File: config.mk
export PLATFORM = sky130hd
export DESIGN_NAME = shared_qspi_arbiter
export DESIGN_NICKNAME = d
export VERILOG_FILES = /design/src/rtl/shared_qspi_arbiter.sv
export SDC_FILE = /design/constraint.sdc
export NUM_CORES = 1
export LEC_CHECK = 0
export CAP_MARGIN = 25
export CORE_MARGIN = 2
export CORE_UTILIZATION = 40
export CTS_CLUSTER_DIAMETER = 150
export DETAILED_ROUTE_END_ITERATION = 16
export DONT_BUFFER_PORTS = 1
export GPL_TIMING_DRIVEN = 0
export PLACE_DENSITY = 0.56
export RECOVER_POWER = 50
export SLEW_MARGIN = 20
export SYNTH_ARGS = -nofsm -noshare
export SYNTH_HDL_FRONTEND = slang
export SYNTH_SLANG_ARGS = --single-unit
File: constraint.sdc
create_clock -name i_clk -period 1.8 [get_ports i_clk]
set_input_delay 0.09 -clock i_clk [delete_from_list [all_inputs] [get_ports i_clk]]
set_output_delay 0.09 -clock i_clk [all_outputs]
set_load 0.005 [all_outputs]
File: src/rtl/shared_qspi_arbiter.sv
// Round-robin owner of one QSPI pad group shared by NUM_REQ requesters, with an idle guard gap.
// Define SHARED_ARB_WATCHDOG_EN to revoke owners that hold the bus for HOLD_MAX cycles.

module shared_qspi_arbiter_lane (
  input  logic       gnt,
  input  logic       csb,
  input  logic       sclk,
  input  logic [3:0] out,
  input  logic [3:0] oeb,
  output logic       csb_act,
  output logic       sclk_m,
  output logic [3:0] out_m,
  output logic [3:0] oeb_act
);
  // Active-low pads are carried as active-high so that OR-reduction of all lanes gives the safe value when nobody is granted.
  assign csb_act = gnt & ~csb;
  assign sclk_m  = gnt & sclk;
  assign out_m   = {4{gnt}} & out;
  assign oeb_act = {4{gnt}} & ~oeb;
endmodule

module shared_qspi_arbiter #(
  parameter int NUM_REQ      = 4,
  parameter int GUARD_CYCLES = 2,
  parameter int HOLD_MAX     = 1023
) (
  input  logic                 i_clk,
  input  logic                 i_rst_n,
  input  logic                 i_lock,
  input  logic [NUM_REQ-1:0]   i_req,
  input  logic [NUM_REQ-1:0]   i_csb,
  input  logic [NUM_REQ-1:0]   i_sclk,
  input  logic [4*NUM_REQ-1:0] i_out,
  input  logic [4*NUM_REQ-1:0] i_oeb,
  output logic [NUM_REQ-1:0]   o_gnt,
  output logic                 o_csb,
  output logic                 o_sclk,
  output logic [3:0]           o_out,
  output logic [3:0]           o_oeb,
  output logic                 o_busy,
  output logic                 o_timeout
);
  localparam int PW = (NUM_REQ > 1) ? $clog2(NUM_REQ) : 1;
  localparam int GW = $clog2(GUARD_CYCLES + 1);
  localparam int HW = $clog2(HOLD_MAX + 1);

  if (NUM_REQ < 2 || GUARD_CYCLES < 1 || HOLD_MAX < 1) begin : g_bad_cfg
    $error("shared_qspi_arbiter: bad parameters (HW=%0d)", HW);
  end

  typedef enum logic [1:0] {IDLE, GRANT, GUARD} state_t;

  state_t                    state;
  logic [PW-1:0]             rr_ptr, owner, pick, rr_nxt;
  logic                      pick_vld;
  logic [GW-1:0]             guard_cnt;
  logic [NUM_REQ-1:0]        req_ok, rot;
  logic [NUM_REQ-1:0][3:0]   out_v, oeb_v, out_m, oeb_act;
  logic [NUM_REQ-1:0]        csb_act, sclk_m;
  logic [3:0]                out_or, oeb_or;

`ifdef SHARED_ARB_WATCHDOG_EN
  logic [HW-1:0]             hold_cnt;
  logic [NUM_REQ-1:0]        blocked;
  assign req_ok = i_req & ~blocked;
`else
  assign req_ok    = i_req;
  assign o_timeout = 1'b0;
`endif

  // Rotate so bit 0 is rr_ptr; the lowest set bit is the round-robin winner.
  always_comb begin
    int s;
    s        = 0;
    pick     = '0;
    pick_vld = 1'b0;
    rot      = NUM_REQ'({req_ok, req_ok} >> rr_ptr);
    for (int i = NUM_REQ-1; i >= 0; i--) begin
      if (rot[i]) begin
        s = int'(rr_ptr) + i;
        if (s >= NUM_REQ) s = s - NUM_REQ;
        pick     = PW'(s);
        pick_vld = 1'b1;
      end
    end
    rr_nxt = (pick == PW'(NUM_REQ-1)) ? '0 : pick + 1'b1;
  end

  always_ff @(posedge i_clk or negedge i_rst_n) begin
    if (!i_rst_n) begin
      state     <= IDLE;
      rr_ptr    <= '0;
      owner     <= '0;
      o_gnt     <= '0;
      guard_cnt <= '0;
`ifdef SHARED_ARB_WATCHDOG_EN
      hold_cnt  <= '0;
      blocked   <= '0;
      o_timeout <= 1'b0;
`endif
    end else begin
`ifdef SHARED_ARB_WATCHDOG_EN
      o_timeout <= 1'b0;
      blocked   <= blocked & i_req;
`endif
      case (state)
        IDLE: if (!i_lock && pick_vld) begin
          state  <= GRANT;
          owner  <= pick;
          o_gnt  <= NUM_REQ'(1) << pick;
          rr_ptr <= rr_nxt;
`ifdef SHARED_ARB_WATCHDOG_EN
          hold_cnt <= '0;
`endif
        end
        GRANT: if (!i_req[owner]) begin
          state     <= GUARD;
          o_gnt     <= '0;
          guard_cnt <= GW'(GUARD_CYCLES);
        end
`ifdef SHARED_ARB_WATCHDOG_EN
        else if (hold_cnt == HW'(HOLD_MAX-1)) begin
          state          <= GUARD;
          o_gnt          <= '0;
          guard_cnt      <= GW'(GUARD_CYCLES);
          o_timeout      <= 1'b1;
          blocked[owner] <= 1'b1;
        end else begin
          hold_cnt <= hold_cnt + 1'b1;
        end
`endif
        GUARD: if (guard_cnt == GW'(1)) state <= IDLE;
               else guard_cnt <= guard_cnt - 1'b1;
        default: state <= IDLE;
      endcase
    end
  end

  assign out_v = i_out;
  assign oeb_v = i_oeb;

  shared_qspi_arbiter_lane u_lane [NUM_REQ-1:0] (
    .gnt(o_gnt), .csb(i_csb), .sclk(i_sclk), .out(out_v), .oeb(oeb_v),
    .csb_act(csb_act), .sclk_m(sclk_m), .out_m(out_m), .oeb_act(oeb_act)
  );

  always_comb begin
    out_or = '0;
    oeb_or = '0;
    for (int i = 0; i < NUM_REQ; i++) begin
      out_or = out_or | out_m[i];
      oeb_or = oeb_or | oeb_act[i];
    end
  end

  assign o_csb  = ~|csb_act;
  assign o_sclk = |sclk_m;
  assign o_out  = out_or;
  assign o_oeb  = ~oeb_or;
  assign o_busy = (state != IDLE);

endmodule

==> results.json <==
{
  "portBuffers": 0,
  "vias_per_cell": 5.87,
  "hold_ws_ns": 0.0714,
  "synth_seq_cells": 12,
  "critPathTopFamily": "compound AO/OA/AOI/OAI gates",
  "grt_antenna_before_repair": 0,
  "die_height_um": 53.7,
  "antenna_cells": 0,
  "synthCells": 113,
  "grt-ovfl-total": 0,
  "seq_area_sq_um": 300,
  "grt_max_degree": 13,
  "drt_first_pass_iters": 4,
  "synth_nets": 165,
  "p_per_area_nw_per_um2": 1520,
  "drc": 0,
  "cts_buffers": 3,
  "hold_class": "primary input to flop",
  "finalSetupTns_ns": 0,
  "wl_um": 2180,
  "ys_async_sr_fraction": 1.00,
  "outcome": "finished clean",
  "place_hpwl_um": 1690,
  "yosysWarnings": 0,
  "vias": 863,
  "critical_path_class": "flop to flop",
  "cp_num_buf_inv": 0,
  "clock-sinks": 12,
  "period_needed_ns": 1.61,
  "syn_area_sq_um": 990,
  "layout-drive-gt1-share": 0.154,
  "rows": 18,
  "die-area_sq_um": 2890,
  "rsz0062_at_grt": "no",
  "area_growth_pct": 7.59,
  "hold_viol_final": 0,
  "synth_ff_type": "dfrtp_1",
  "fillers": 242,
  "cts_tree": "built",
  "layout_commonest_cell": "dfrtp_1",
  "irDropWorstVdd_mv": 0.802,
  "track_usage": 0.144,
  "maxCapViolCount": 0,
  "drv_slew": 0,
  "worst_pin_slew_ns": 0.547,
  "dieWidth_um": 53.7,
  "yosysSeqAreaShare": 0.303,
  "setup_viol_count_final": 0,
  "placed_area_sq_um": 1030,
  "clock_path_buffers": 2,
  "multiInputGateArea_sq_um": 618,
  "wire_per_inst_um": 14.8,
  "synth_area_leaders": "dfrtp_1, a22oi_1, ha_1",
  "ys_types": 33,
  "fmax_ghz": 0.621,
  "place.gp.congestion": 0.792,
  "cts_root_buf": "clkbuf_4",
  "required_ns": 1.97,
  "clkTransAtPathRegs_ns": 0.07,
  "io_pins": 63,
  "synth_top_area_share": 0.303,
  "critPathSlowestCell": "dfrtp_1",
  "path_cells": "nand2b_1 -> a21oi_1 -> nor2_1 -> ha_1 -> o41ai_2",
  "core-area_sq_um": 2410,
  "mostFrequentLayoutCells": "dfrtp_1, o22ai_1, nor2_1, a22oi_1, inv_1",
  "cpPeakStageDelay_ns": 0.40,
  "fin_crit_sh": 0.894,
  "synth_edf_count": 0,
  "synth_largest_area_cell": "dfrtp_1",
  "final_antenna_net_count": 0,
  "critPathLaunchType": "flop",
  "cts_max_level": 1,
  "grt_pass1_wl_um": 3000,
  "grt_pass1_vias": 666,
  "syn_area_per_cell_sq_um": 8.76,
  "nets": 171,
  "drtIter0Drc": 17,
  "final_cell_area_sq_um": 1060,
  "slew_headroom": 0.635,
  "p_leak_nw": 0.462,
  "cp_max_fo": 4,
  "start_util": 0.411,
  "post_cts.repair.setup_buffers": 0,
  "cp-end-kind": "flop",
  "crit_arrival_ns": 1.78,
  "skew_ns": 0.00275,
  "clk_latency_ns": 0.27
}
## area by class of cell
| cell class | instances | area share |
|---|---|---|
| Tap cell | 30 | 0.0353 |
| Timing Repair Buffer | 1 | 0.00940 |
| Sequential cell | 12 | 0.282 |
| Multi-Input combinational cell | 86 | 0.580 |
| Inverter | 9 | 0.0317 |
| Buffer | 6 | 0.0400 |
| Clock buffer | 3 | 0.0212 |
## state kept, by name, indices dropped and copies added, names as in the netlist
name,count
owner,2
state,2
rr_ptr,2
o_gnt,4
guard_cnt,2
## per-stage QoR
step | util | power, mW | std cells | setup WS (ns)
CTS | 0.440 | 1.64 | 147 | 0.0742
detailed placement | 0.426 | 1.47 | 143 | 0.0837
global route | 0.442 | 1.82 | 147 | 0.0311
finish | 0.442 | 1.62 | 147 | 0.190
global placement | 0.426 | 1.45 | 143 | 0.105
floorplan | - | 1.30 | 113 | 0.292
## timing repair
action / 4_1_cts / 5_1_grt
hold buffers: 1 / 0
endpoints found under the hold margin: 12 / 0
setup endpoints to repair: 0 / 1
resized for setup: 0 / 1
## cells in the mapped netlist (all sizes together), types with 2 or more instances
library cell	number
o21ai	10
dfrtp	12
inv	9
o41ai	2
buf	6
nand2	8
o2bb2ai	4
a21oi	4
or2	2
nor2	10
o22ai	10
ha	5
nor2b	3
mux2i	2
a22oi	10
nand2b	2
nor3	2
## metal layers
metal / global-route usage / wire length [um]
met4: 0.0385 / 17
met2: 0.199 / 1060
met3: 0.0500 / 114
met5: 0 / 0
met1: 0.210 / 982
## path summary, 6_finish.rpt
| kind | start | to | slack (ns) | depth (start not counted) |
|---|---|---|---|---|
| setup / recovery | rr_ptr[0] | rr_ptr[0] | 0.19 | 5 |
| hold / removal | i_req[3] | owner[1] | 0.07 | 2 |
| setup reg to reg | rr_ptr[0] | rr_ptr[0] | 0.19 | 5 |
| hold reg to reg | owner[1] | owner[1] | 0.55 | 2 |
| max in group asynchronous | i_rst_n | rr_ptr[0] | 1.21 | 1 |
| min in group asynchronous | i_rst_n | guard_cnt[0] | 0.23 | 1 |
## logic make-up after synthesis
group,count (synthesis),share of synthesized area
AND/OR/NAND/NOR,30,0.167
multiplexers,3,0.0430
other,1,0.00379
flip-flops,12,0.303
AO/OA/AOI/OAI,47,0.343
adder cells (fa/ha/maj),5,0.0632
buffers and inverters,15,0.0771
## power breakdown
group	switching, mW	internal, mW
Clock	0.0835	0.0775
Combinational	0.492	0.413
Sequential	0.164	0.393
Total	0.739	0.884
Note: power is estimated with default switching activity, not from simulation.
